[config.mk]
export PLATFORM = sky130hd
export DESIGN_NAME = lzc_feeder_flat
export DESIGN_NICKNAME = d
export VERILOG_FILES = /design/src/rtl/lzc_feeder_if.sv /design/src/rtl/lzc_feeder.sv /design/src/flat_wrapper.sv
export SDC_FILE = /design/constraint.sdc
export NUM_CORES = 1
export LEC_CHECK = 0
export ABC_CLOCK_PERIOD_IN_PS = 2050
export CELL_PAD_IN_SITES_DETAIL_PLACEMENT = 0
export CELL_PAD_IN_SITES_GLOBAL_PLACEMENT = 1
export CORE_MARGIN = 2
export CORE_UTILIZATION = 43
export DETAILED_ROUTE_END_ITERATION = 10
export PLACE_DENSITY = 0.78
export SYNTH_ARGS = -nofsm -noshare
export SYNTH_HDL_FRONTEND = slang
export SYNTH_SLANG_ARGS = --single-unit
export TNS_END_PERCENT = 30
[constraint.sdc]
create_clock -name clk -period 2.05 [get_ports clk]
set_input_delay 0.41 -clock clk [delete_from_list [all_inputs] [get_ports clk]]
set_output_delay 0.41 -clock clk [all_outputs]
set_load 0.01 [all_outputs]
[src/rtl/lzc_feeder_if.sv]
// rtl/lzc_feeder_if.sv - operand-in / word-out handshake bundle between a producer and lzc_feeder
interface lzc_feeder_if #(
  parameter int WIDTH = 8,
  parameter int WORD  = 4
);
  localparam int CW = $clog2(WORD) + 1;

  logic                  in_valid;
  logic [WIDTH*WORD-1:0] in_data;
  logic                  in_mode;
  logic                  in_ready;
  logic                  out_valid;
  logic [WIDTH-1:0]      out_data;
  logic                  out_mode;
  logic                  out_ready;
  logic                  done_in;
  logic                  busy;
  logic [CW-1:0]         words_sent;

  modport master (
    output in_valid, in_data, in_mode, out_ready, done_in,
    input  in_ready, out_valid, out_data, out_mode, busy, words_sent
  );

  modport slave (
    input  in_valid, in_data, in_mode, out_ready, done_in,
    output in_ready, out_valid, out_data, out_mode, busy, words_sent
  );
endinterface

[src/rtl/lzc_feeder.sv]
// rtl/lzc_feeder.sv - buffers operands and serialises them MSB word first into a leading-zero counter
// LZC_FEEDER_SKIDBUF_EN selects a 2-entry operand FIFO instead of a single holding register.
module lzc_feeder #(
  parameter int WIDTH = 8,
  parameter int WORD  = 4
) (
  input  logic        clk,
  input  logic        rst_n,
  lzc_feeder_if.slave feed
);
  localparam int OW = WIDTH * WORD;
  localparam int CW = $clog2(WORD) + 1;
  localparam logic [CW-1:0] LAST = CW'(WORD - 1);

  typedef enum logic [1:0] {
    IDLE,
    SEND,
    WAIT_DONE
  } state_t;

  state_t        state;
  logic [OW-1:0] shreg;
  logic          mode_q;
  logic [CW-1:0] count;
  logic          out_valid_q;
  logic          busy_q;
  logic [CW-1:0] words_sent_q;

  logic          head_valid;
  logic [OW-1:0] head_data;
  logic          head_mode;
  logic          push;
  logic          pop;

  assign push = feed.in_valid && feed.in_ready;
  assign pop  = (state == IDLE) && head_valid;

`ifdef LZC_FEEDER_SKIDBUF_EN
  logic [1:0]    occ;
  logic [OW-1:0] data0;
  logic [OW-1:0] data1;
  logic          mode0;
  logic          mode1;

  // Shifting FIFO: slot 0 is always the head, so a pop just moves slot 1 down.
  always_ff @(posedge clk or negedge rst_n) begin
    if (!rst_n) begin
      occ   <= 2'd0;
      data0 <= '0;
      data1 <= '0;
      mode0 <= 1'b0;
      mode1 <= 1'b0;
    end else begin
      if (pop) begin
        data0 <= data1;
        mode0 <= mode1;
      end
      if (push) begin
        if ((occ == 2'd0) || ((occ == 2'd1) && pop)) begin
          data0 <= feed.in_data;
          mode0 <= feed.in_mode;
        end else begin
          data1 <= feed.in_data;
          mode1 <= feed.in_mode;
        end
      end
      case ({push, pop})
        2'b10:   occ <= occ + 2'd1;
        2'b01:   occ <= occ - 2'd1;
        default: occ <= occ;
      endcase
    end
  end

  assign feed.in_ready = (occ < 2'd2);
  assign head_valid    = (occ != 2'd0);
  assign head_data     = data0;
  assign head_mode     = mode0;
`else
  logic          full;
  logic [OW-1:0] data0;
  logic          mode0;

  always_ff @(posedge clk or negedge rst_n) begin
    if (!rst_n) begin
      full  <= 1'b0;
      data0 <= '0;
      mode0 <= 1'b0;
    end else begin
      if (push) begin
        data0 <= feed.in_data;
        mode0 <= feed.in_mode;
      end
      full <= (full && !pop) || push;
    end
  end

  assign feed.in_ready = !full;
  assign head_valid    = full;
  assign head_data     = data0;
  assign head_mode     = mode0;
`endif

  always_ff @(posedge clk or negedge rst_n) begin
    if (!rst_n) begin
      state        <= IDLE;
      shreg        <= '0;
      mode_q       <= 1'b0;
      count        <= '0;
      out_valid_q  <= 1'b0;
      busy_q       <= 1'b0;
      words_sent_q <= '0;
    end else begin
      case (state)
        IDLE: begin
          if (head_valid) begin
            shreg       <= head_data;
            mode_q      <= head_mode;
            count       <= '0;
            out_valid_q <= 1'b1;
            busy_q      <= 1'b1;
            state       <= SEND;
          end
        end
        SEND: begin
          // An early result in turbo mode beats a word handshake in the same cycle.
          if (feed.done_in && mode_q) begin
            words_sent_q <= count;
            out_valid_q  <= 1'b0;
            busy_q       <= 1'b0;
            state        <= IDLE;
          end else if (feed.out_ready) begin
            count <= count + CW'(1);
            if (count == LAST) begin
              out_valid_q <= 1'b0;
              state       <= WAIT_DONE;
            end else begin
              shreg <= shreg << WIDTH;
            end
          end
        end
        WAIT_DONE: begin
          if (feed.done_in) begin
            words_sent_q <= count;
            busy_q       <= 1'b0;
            state        <= IDLE;
          end
        end
        default: begin
          out_valid_q <= 1'b0;
          busy_q      <= 1'b0;
          state       <= IDLE;
        end
      endcase
    end
  end

  assign feed.out_valid  = out_valid_q;
  assign feed.out_data   = shreg[OW-1 -: WIDTH];
  assign feed.out_mode   = mode_q;
  assign feed.busy       = busy_q;
  assign feed.words_sent = words_sent_q;
endmodule

[src/flat_wrapper.sv]
// flat-port wrapper written by rule: the top's interface ports become plain ports
module lzc_feeder_flat 
#(
  parameter int WIDTH = 8,
  parameter int WORD  = 4
)
  (clk, rst_n, feed_in_valid, feed_in_data, feed_in_mode, feed_out_ready, feed_done_in, feed_in_ready, feed_out_valid, feed_out_data, feed_out_mode, feed_busy, feed_words_sent);
  lzc_feeder_if #(.WIDTH(WIDTH), .WORD(WORD)) feed_i ();
  input  logic clk;
  input  logic rst_n;
  input wire logic [$bits(feed_i.in_valid)-1:0] feed_in_valid;
  input wire logic [$bits(feed_i.in_data)-1:0] feed_in_data;
  input wire logic [$bits(feed_i.in_mode)-1:0] feed_in_mode;
  input wire logic [$bits(feed_i.out_ready)-1:0] feed_out_ready;
  input wire logic [$bits(feed_i.done_in)-1:0] feed_done_in;
  output wire logic [$bits(feed_i.in_ready)-1:0] feed_in_ready;
  output wire logic [$bits(feed_i.out_valid)-1:0] feed_out_valid;
  output wire logic [$bits(feed_i.out_data)-1:0] feed_out_data;
  output wire logic [$bits(feed_i.out_mode)-1:0] feed_out_mode;
  output wire logic [$bits(feed_i.busy)-1:0] feed_busy;
  output wire logic [$bits(feed_i.words_sent)-1:0] feed_words_sent;
  assign feed_i.in_valid = feed_in_valid;
  assign feed_i.in_data = feed_in_data;
  assign feed_i.in_mode = feed_in_mode;
  assign feed_i.out_ready = feed_out_ready;
  assign feed_i.done_in = feed_done_in;
  assign feed_in_ready = feed_i.in_ready;
  assign feed_out_valid = feed_i.out_valid;
  assign feed_out_data = feed_i.out_data;
  assign feed_out_mode = feed_i.out_mode;
  assign feed_busy = feed_i.busy;
  assign feed_words_sent = feed_i.words_sent;
  lzc_feeder #(.WIDTH(WIDTH), .WORD(WORD)) u_core (.clk(clk), .rst_n(rst_n), .feed(feed_i));
endmodule
==> impl_metrics.ini <==
[outcome]
outcome = complete, no violations

[detailed_routing]
drt_first_pass_iters = 4
avgRoutedWirePerCell_um = 15.3
ant_nets = 0
number_of_design_rule_violations_left_by_the_first_detailed_router_iteration = 124
routed_via_density = 5.28
drt_wl_total_um = 6510
dr_total_vias = 2243
route.detailed.drc = 0

[die]
fp.dieArea_mm2 = 0.00871
die_width_um = 93.3
rows = 32
design.core.area_mm2 = 0.00773
ios = 53
initial_utilization = 0.444
fp.dieH_um = 93.3

[sta]
max_freq_ghz = 0.552
worst_clock_skew_ns = 0.00938
worst_slew_margin_rel = 0.665
timing.hold.ws_ns = 0.0242
setup_viol = 0
timing.final.crit_period_ns = 1.81
hold_viol_final = 0
worst_slack_ns = 0.239
unrepaired_setup_endpoints_after_global_routing = no
slew_viol_final = 0
setup_tns_ns = 0
post-route-period-util = 0.883
worst_pin_slew_ns = 0.503

[setup_path]
crit_fanout = 5
critPathRequiredTime_ns = 1.64
worst-setup-path-type = reg2out
worstReg2RegStart = u_core.count[0]$_DFFE_PN0P_
setup_slack_of_the_worst_register_to_register_path_ns = 0.38
end_kind = primary output
r2r_cells = 6
reg2reg_to = u_core.shreg[9]$_DFFE_PN0P_
data_arrival_time_of_the_critical_path_ns = 1.40
crit_path_start_kind = register

[cts]
number_of_buffers_created_by_cts = 9
h_tree_levels = 3
cts_sinks = 77
clock_network_latency_to_the_later_pin_of_the_worst_skew_pair_ns = 0.35
cts_root_buffer = sky130_fd_sc_hd__clkbuf_8
post_cts_buffers = 0
cts_tree = done
post_cts_hold_buffer_count = 0
clk_transition_reported_paths_ns = 0.08
total_of_cells_resized_after_clock_tree_synthesis = 0
clock_path_buffers = 2

[power]
power.share.clock = 0.196
p_leak_nw = 1.85
swShare = 0.336
power.sequential.fraction = 0.375
total_power_draw_mw = 7.30
vdd_ir_drop_max_v = 0.000602
p_per_area_mw_per_mm2 = 1700
power.internal_mw = 4.85
total_switching_power_mw = 2.45
power_frac_comb = 0.429

[logic_synthesis]
synthDominantCellAreaShare = 0.561
synth_commonest_cells = 77 x sky130_fd_sc_hd__dfrtp_1, 38 x sky130_fd_sc_hd__mux2_2, 30 x sky130_fd_sc_hd__a21oi_1
synth_edf_count = 0
synthMostInstantiatedCell = sky130_fd_sc_hd__dfrtp_1
syn-cell-area_mm2 = 0.00343
synth_top_cells_by_area = sky130_fd_sc_hd__dfrtp_1 56%, sky130_fd_sc_hd__mux2_2 12%, sky130_fd_sc_hd__mux2i_1 7.0%
synth_largest_area_cell = sky130_fd_sc_hd__dfrtp_1
synthesis.yosys.warnings = 0
synth_nets = 310
synth.ff_latch_count = 77
post_synthesis_average_cell_area_um2 = 12.7
async_reset_ff_frac = 1.00
synth_cells = 270
synth.yosys.seq_area_share = 0.561
synth_cell_type_count = 30
dominantRegCellSynth = sky130_fd_sc_hd__dfrtp_1

[final_layout]
antenna-diode-count = 0
areaGrowthSynthToFinish_pct = 24.9
final_net_count = 358
drive_gt1_frac = 0.229

[global_routing]
grtUsageTotal = 0.166
overflow = 0
grt_pass1_wl_um = 11100
gr-max-usage-layer = met2
grt_max_degree = 39
globalRouteMet2Util = 0.254
met3_usage = 0.0314
antenna_found_initial = 0
first_global_vias = 2237
grt_use_met1 = 0.227

[placement]
place_hpwl_um = 4540
detailedPlace.worstSlack_ns = 0.173
count_of_buffers_inserted_at_the_top_level_ports = 52
gp_congestion = 0.755

[job]
max_cap_violations = 0

[min_path]
path_type_of_the_worst_min_delay_path = in2async
[registers in the layout, summed over array words and instances (netlist names)]
name	count
u_core.count	3
u_core.data0	32
u_core.feed.busy	1
u_core.feed.out_mode	1
u_core.feed.out_valid	1
u_core.feed.words_sent	3
u_core.full	1
u_core.head_mode	1
u_core.shreg	32
u_core.state	2
[how the worst max path moves through the flow]
stage                                      startpoint  cells past startpoint  slack (ns)                      endpoint
after global placement                   feed_done_in                      5        0.19  u_core.shreg[10]$_DFFE_PN0P_
after detailed placement                 feed_done_in                      5        0.17  u_core.shreg[10]$_DFFE_PN0P_
after global routing            u_core.full$_DFF_PN0_                      2        0.17                 feed_in_ready
final                           u_core.full$_DFF_PN0_                      2        0.24                 feed_in_ready
after CTS                       u_core.full$_DFF_PN0_                      2        0.21                 feed_in_ready
after floorplan           u_core.count[0]$_DFFE_PN0P_                      6        0.43  u_core.shreg[24]$_DFFE_PN0P_
[power groups by stage]
| stage | registers [mW] | clock network [mW] | logic, mW |
|---|---|---|---|
| 2_1_floorplan | 2.63 | 0 | 2.47 |
| 3_3_place_gp | 2.76 | 0 | 3.09 |
| 3_5_place_dp | 2.78 | 0 | 3.16 |
| 4_1_cts | 2.75 | 1.46 | 3.17 |
| 5_1_grt | 2.85 | 1.52 | 3.49 |
| 6_report | 2.74 | 1.43 | 3.13 |
[metrics by stage]
stage	cells	instance area [µm²]	utilization
2_1_floorplan	270	3430	-
3_3_place_gp	409	4030	0.521
3_5_place_dp	409	4030	0.521
4_1_cts	425	4290	0.555
5_1_grt	425	4290	0.555
6_report	425	4290	0.555
[worst max-delay path, cell delays in order (launching register included)]
cell and delay, ns:
sky130_fd_sc_hd__dfrtp_1 0.43, sky130_fd_sc_hd__clkinv_1 0.08, sky130_fd_sc_hd__clkdlybuf4s50_1 0.54
[area by class of cell]
type / instances / area [µm²]
well taps: 102 / 128
clock buffers: 13 / 169
inverters: 3 / 11.3
clock inverters: 3 / 90.1
flip-flops and latches: 77 / 1930
fillers: 657 / 3440
repair buffers: 66 / 661
multi-input cells: 161 / 1300
[metal layers]
layer  up-vias  routed length (µm)
li1       1075                   -
met1      1117                3050
met2        39                3080
met3        12                 234
met4         0                 149
met5         -                   0
[cells by family (layout without fill, tap and decap cells)]
kind of cell | after synthesis | count (layout) | synth area share
AOI/OAI and AO/OA | 71 | 71 | 0.125
adders and majority gates | 2 | 2 | 0.00729
buffers and inverters | 32 | 85 | 0.0627
DFF | 77 | 77 | 0.561
muxes | 63 | 63 | 0.198
and+or+nand+nor | 25 | 25 | 0.0452
[layout by cell type (no fill, tap or decap)]
cell / netlist / layout
sky130_fd_sc_hd__and2b_1: 1 / 1
sky130_fd_sc_hd__buf_4: 11 / 12
sky130_fd_sc_hd__mux2_1: 1 / 1
sky130_fd_sc_hd__nor4b_1: 8 / 8
sky130_fd_sc_hd__dfrtp_1: 77 / 77
sky130_fd_sc_hd__nand2_1: 3 / 3
sky130_fd_sc_hd__mux2i_1: 24 / 24
sky130_fd_sc_hd__nand2b_1: 2 / 2
sky130_fd_sc_hd__mux2_2: 38 / 38
sky130_fd_sc_hd__nor2_1: 6 / 6
sky130_fd_sc_hd__clkbuf_1: 1 / 1
sky130_fd_sc_hd__o21ai_0: 3 / 3
sky130_fd_sc_hd__a31oi_1: 25 / 25
sky130_fd_sc_hd__o2bb2ai_1: 1 / 1
sky130_fd_sc_hd__a31o_4: 1 / 1
sky130_fd_sc_hd__a21oi_4: 0 / 1
sky130_fd_sc_hd__a21o_1: 8 / 8
sky130_fd_sc_hd__clkbuf_8: 0 / 12
sky130_fd_sc_hd__clkinv_1: 1 / 1
sky130_fd_sc_hd__a22oi_1: 1 / 1
sky130_fd_sc_hd__a21oi_1: 30 / 30
sky130_fd_sc_hd__o22ai_1: 1 / 1
sky130_fd_sc_hd__nand2_2: 2 / 2
sky130_fd_sc_hd__buf_12: 0 / 3
sky130_fd_sc_hd__clkdlybuf4s50_1: 0 / 51
sky130_fd_sc_hd__bufinv_16: 0 / 3
sky130_fd_sc_hd__nand4_1: 1 / 1
sky130_fd_sc_hd__inv_1: 2 / 2
sky130_fd_sc_hd__nor2b_2: 0 / 2
sky130_fd_sc_hd__ha_1: 2 / 2
Note: power is estimated with default switching activity, not from simulation.
